<file path="src/rtl/mips_run_ctrl.sv">
`default_nettype none
// +----------------------------------------------------------------------------+
// | Module   : mips_run_ctrl                                                   |
// | Purpose  : Execution controller for the MIPS core. Turns the run/step      |
// |            switch and step button into a per-cycle core enable, handles    |
// |            PC breakpoints and halt instructions, and counts retired        |
// |            instructions for debug display.                                 |
// | Options  : `define MIPS_RUN_CTRL_BREAKPOINT_EN enables the PC breakpoint.  |
// |            Without it bp_en/bp_addr are ignored and BREAK never occurs.    |
// | Revision : 1.0 - initial release                                           |
// +----------------------------------------------------------------------------+
module mips_run_ctrl #(
  parameter int PC_WIDTH    = 32,
  parameter int SYNC_STAGES = 2,
  parameter int CNT_WIDTH   = 32
) (
  input  logic                 clk,
  input  logic                 rst,
  input  logic                 step,
  input  logic                 run_mode,
  input  logic [PC_WIDTH-1:0]  pc,
  input  logic                 halt_req,
  input  logic                 bp_en,
  input  logic [PC_WIDTH-1:0]  bp_addr,
  output logic                 cpu_en,
  output logic                 halted,
  output logic [2:0]           state,
  output logic [CNT_WIDTH-1:0] instr_count
);

  typedef enum logic [2:0] {
    PAUSED = 3'd0,
    RUN    = 3'd1,
    STEP   = 3'd2,
    BREAK  = 3'd3,
    HALTED = 3'd4
  } state_t;

  state_t                 r_state;
  logic                   r_halted;
  logic [CNT_WIDTH-1:0]   r_instr_count;
  logic [SYNC_STAGES-1:0] r_step_sync;
  logic [SYNC_STAGES-1:0] r_run_sync;
  logic                   r_step_prev;

  logic w_step_s;
  logic w_run_s;
  logic w_step_edge;
  logic w_bp_hit;
  logic w_cpu_en;

  // Bring the asynchronous button and switch into the clk domain and keep the
  // previous synchronized step level for edge detection.
  always_ff @(posedge clk or posedge rst) begin
    if (rst) begin
      r_step_sync <= '0;
      r_run_sync  <= '0;
      r_step_prev <= 1'b0;
    end else begin
      r_step_sync <= {r_step_sync[SYNC_STAGES-2:0], step};
      r_run_sync  <= {r_run_sync[SYNC_STAGES-2:0], run_mode};
      r_step_prev <= w_step_s;
    end
  end

  assign w_step_s    = r_step_sync[SYNC_STAGES-1];
  assign w_run_s     = r_run_sync[SYNC_STAGES-1];
  // A held button produces exactly one edge per press.
  assign w_step_edge = w_step_s & ~r_step_prev;

`ifdef MIPS_RUN_CTRL_BREAKPOINT_EN
  assign w_bp_hit = bp_en & (pc == bp_addr);
`else
  // Breakpoint hardware absent; the ports stay for a stable pinout.
  logic w_unused_bp;
  assign w_unused_bp = ^{bp_en, bp_addr, pc};
  assign w_bp_hit    = 1'b0;
`endif

  // The breakpointed instruction itself must not execute, so the hit masks
  // the enable in the same cycle. STEP ignores the hit to allow stepping past.
  assign w_cpu_en = (r_state == STEP) | ((r_state == RUN) & ~w_bp_hit);

  // Run-control state machine; halted is set on entry to HALTED and sticks.
  always_ff @(posedge clk or posedge rst) begin
    if (rst) begin
      r_state  <= PAUSED;
      r_halted <= 1'b0;
    end else begin
      case (r_state)
        PAUSED: begin
          if (w_run_s)          r_state <= RUN;
          else if (w_step_edge) r_state <= STEP;
        end
        RUN: begin
          if (w_bp_hit) begin
            r_state <= BREAK;
          end else if (halt_req) begin
            r_state  <= HALTED;
            r_halted <= 1'b1;
          end else if (!w_run_s) begin
            r_state <= PAUSED;
          end
        end
        STEP: begin
          if (halt_req) begin
            r_state  <= HALTED;
            r_halted <= 1'b1;
          end else if (w_run_s) begin
            r_state <= RUN;
          end else begin
            r_state <= PAUSED;
          end
        end
        BREAK: begin
          if (w_step_edge) r_state <= STEP;
        end
        HALTED: begin
          r_state <= HALTED;
        end
        default: begin
          r_state <= PAUSED;
        end
      endcase
    end
  end

  // Retired-instruction counter, saturating at all-ones.
  always_ff @(posedge clk or posedge rst) begin
    if (rst) begin
      r_instr_count <= '0;
    end else if (w_cpu_en && (r_instr_count != '1)) begin
      r_instr_count <= r_instr_count + CNT_WIDTH'(1);
    end
  end

  assign cpu_en      = w_cpu_en;
  assign halted      = r_halted;
  assign state       = r_state;
  assign instr_count = r_instr_count;

endmodule
`default_nettype wire
</file>
<file path="config.mk">
export PLATFORM = sky130hd
export DESIGN_NAME = mips_run_ctrl
export DESIGN_NICKNAME = d
export VERILOG_FILES = /design/src/rtl/mips_run_ctrl.sv
export SDC_FILE = /design/constraint.sdc
export NUM_CORES = 1
export LEC_CHECK = 0
export CORE_UTILIZATION = 42
export CTS_CLUSTER_SIZE = 40
export DETAILED_ROUTE_END_ITERATION = 10
export HOLD_SLACK_MARGIN = 0.03
export PLACE_DENSITY = 0.83
export SLEW_MARGIN = 10
export SYNTH_ARGS = -nofsm -noshare
export SYNTH_HDL_FRONTEND = slang
export SYNTH_SLANG_ARGS = --single-unit
</file>
<file path="constraint.sdc">
create_clock -name clk -period 3.3 [get_ports clk]
set_input_delay 0.825 -clock clk [delete_from_list [all_inputs] [get_ports clk]]
set_output_delay 0.825 -clock clk [all_outputs]
set_load 0.02 [all_outputs]
</file>
==> run summary <==
Status = finished, violations left
Violated checks = design-rule violations
Total iterations of the first detailed-routing run = 7
Max cap viols = 0
Cell Area, Synth = 0.00198 mm2
Initial antenna violation count = 0
Initial core utilization = 0.445
Type of the worst setup path = flop to primary output
WL final = 4010 um
YS warnings = 0
Post-cts resize count = 0
Startpoint types = flop
Lkg Pwr = 1.12 nW
Pwr dens = 540 mW/mm2
Final ANT Viol Nets = 0
Reg clk slew, reported paths = 0.08 ns
Post-CTS Setup Repair Bufs = 0
CP max FO = 9
Final net count = 306
Max frequency = 348 MHz
Share of layout cells above drive strength 1 = 0.0678
DR vias = 1585
GR Util All Layers = 0.177
Period utilisation layout = 0.870
Crit path time final = 2.87 ns
DR WL/cell = 13.9 um
N_diodes = 0
Routed vias/inst = 5.50
Peak VDD IR = 0.445 mV
Final Slew Violations = 0
H-tree levels = 2
DR DRC count = 12
Comb power frac = 0.237
NetSw = 426 uW
Top FF cell, synth = dfrtp_1
Port Buffers = 41
Worst Setup End Kind = primary output
Cell internal pwr = 959 uW
Data arrival time of the worst path = 2.05 ns
Final RePlAce weighted congestion = 0.844
Slew headroom = 0.437
Area of the core = 0.00444 mm2
Cts bufs inserted = 5
Clock network power share = 0.302
Mapped Cells = 190
Mapped Nets = 261
Grt total ovfl = 0
Area of the die = 0.00499 mm2
Hold bufs inserted after CTS = 0
Post-layout util = 0.578
Std-Cell Rows = 24
Hold Violations, Final = 0
IO Pins = 107
Sink Count = 41
Clock Latency Late Sink = 0.29 ns
Clk_skew = 0.00522 ns
Hpwl dp = 2920 um
Post-synth EDFFs = 0
Avg Inst Size Synth = 10.4 um2
Library cells used by synthesis = 31
Area of the multi-input gates = 908 um2
Clock buffer depth = 2
Synth async-reset ratio = 1.00
CTS tree = built
Synthesized flop and latch total = 41
Seq/Total Area, Yosys = 0.519
Setup TNS = 0 ns
DIE WIDTH = 70.6 um
Worst hold-check path type = flop to flop
Vias in the first global route = 1494
Sw Share = 0.308
Largest net degree at the start of global routing = 42
Slew of the pin with the lowest slew margin = 0.837 ns
Critical Path RT = 2.47 ns
RSZ-0062 raised after global routing = no
DRT iter0 DRCs = 124
Die Height = 70.6 um
Reg power frac = 0.461
Clk root buf = clkbuf_8
Count of final setup violators = 0
First-pass GRT wire length = 6960 um
Register area = 0.00103 mm2
Filler instances = 373
Area grow syn2layout = 29.9%
## synth_stat cells, types with 2 or more instances
library cell,n,share of area
nor2_1,12,0.023
clkbuf_1,2,0.0038
or4_1,2,0.0076
nand3_1,15,0.038
a21oi_1,3,0.0076
xnor2_1,15,0.066
nand2_1,12,0.023
nor4_1,4,0.013
and4_1,5,0.022
nand4_1,19,0.060
nor3_1,10,0.025
dfrtp_1,41,0.52
o21ai_0,2,0.0051
buf_2,3,0.0076
and2_1,2,0.0063
mux2_2,2,0.011
inv_1,3,0.0057
nor2b_1,2,0.0063
xor2_1,15,0.066
and3_1,10,0.032
## worst max-delay path, cell delays in order, from the launching register on
cell and delay, ns:
dfrtp_1 0.49, xnor2_1 0.23, or2_2 0.37, clkinv_1 0.08
clkdlybuf4s50_1 0.60
## cell families (layout without fill, tap and decap cells)
| group | Yosys count | after routing | share of synthesized area |
|---|---|---|---|
| AOI/OAI and AO/OA | 8 | 8 | 0.0247 |
| adders and majority gates | 1 | 1 | 0.00633 |
| xor gates and xnor gates | 30 | 30 | 0.133 |
| buffers and inverters | 10 | 56 | 0.0215 |
| DFF | 41 | 41 | 0.519 |
| muxes | 3 | 3 | 0.0165 |
| and+or+nand+nor | 97 | 97 | 0.279 |
## final timing paths
kind / startpoint / endpoint / slack (ns) / depth (start not counted)
min reg2reg: r_run_sync[0]$_DFF_PP0_ / r_run_sync[1]$_DFF_PP0_ / 0.35 / 0
min: r_run_sync[0]$_DFF_PP0_ / r_run_sync[1]$_DFF_PP0_ / 0.35 / 0
max reg2reg: instr_count[0]$_DFFE_PP0P_ / instr_count[1]$_DFFE_PP0P_ / 0.90 / 5
min in group asynchronous: rst / instr_count[5]$_DFFE_PP0P_ / 0.94 / 3
max: state[1]$_DFFE_PP0P_ / cpu_en / 0.43 / 4
max in group asynchronous: rst / instr_count[23]$_DFFE_PP0P_ / 2.00 / 3
## per-stage QoR
stage	cells	hold slack, ns	area, um2	setup slack, ns	total power [mW]
2_1_floorplan	190	0.331	1980	0.954	0.827
3_3_place_gp	280	0.332	2450	0.755	0.973
3_5_place_dp	280	0.335	2450	0.739	0.978
4_1_cts	288	0.354	2570	0.417	1.40
5_1_grt	288	0.360	2570	0.317	1.45
6_report	288	0.352	2570	0.429	1.39
## layout by cell type, fill, tap and decap left out, types with 2 or more instances in the layout
| master | netlist | layout |
|---|---|---|
| xor2_1 | 15 | 15 |
| clkbuf_8 | 0 | 6 |
| and3_1 | 10 | 10 |
| and2_1 | 2 | 2 |
| buf_4 | 0 | 3 |
| nor2b_1 | 2 | 2 |
| nand2_1 | 12 | 12 |
| inv_1 | 3 | 3 |
| nand3_1 | 15 | 15 |
| dfrtp_1 | 41 | 41 |
| clkdlybuf4s50_1 | 0 | 41 |
| mux2_2 | 2 | 2 |
| and4_1 | 5 | 5 |
| a21oi_1 | 3 | 3 |
| nor3_1 | 10 | 10 |
| o21ai_0 | 2 | 2 |
| xnor2_1 | 15 | 15 |
| nor2_1 | 12 | 12 |
| or4_1 | 2 | 2 |
| nand4_1 | 19 | 19 |
| nor4_1 | 4 | 4 |
## power by group through the flow
stage               Sequential, mW  Clock, mW  Combinational, mW
finish                       0.639      0.418              0.328
floorplan                    0.679          0              0.148
CTS                          0.640      0.425              0.332
global route                 0.652      0.445              0.357
detailed placement           0.649          0              0.330
global placement             0.646          0              0.326
## state kept, by name, indices dropped and copies added, names as in the netlist
register / cells
r_step_prev: 1
halted: 1
instr_count: 32
r_run_sync: 2
state: 3
r_step_sync: 2
## per-layer routing
metal	track usage	share of wire	wire length [um]	vias up
li1	-	-	-	777
met1	0.259	0.50	1990	754
met2	0.255	0.43	1740	46
met3	0.0385	0.049	197	8
met4	0.0756	0.019	78	0
met5	0	0	0	-
## area by class of cell
| cell class | count | share of cell area |
|---|---|---|
| clock buffer | 6 | 0.0322 |
| clock inverter | 2 | 0.0146 |
| inverter | 4 | 0.00585 |
| multi-input combinational | 139 | 0.354 |
| sequential | 41 | 0.400 |
| tap | 52 | 0.0253 |
| timing repair buffer | 44 | 0.169 |
(Power assumes the default switching activity.)
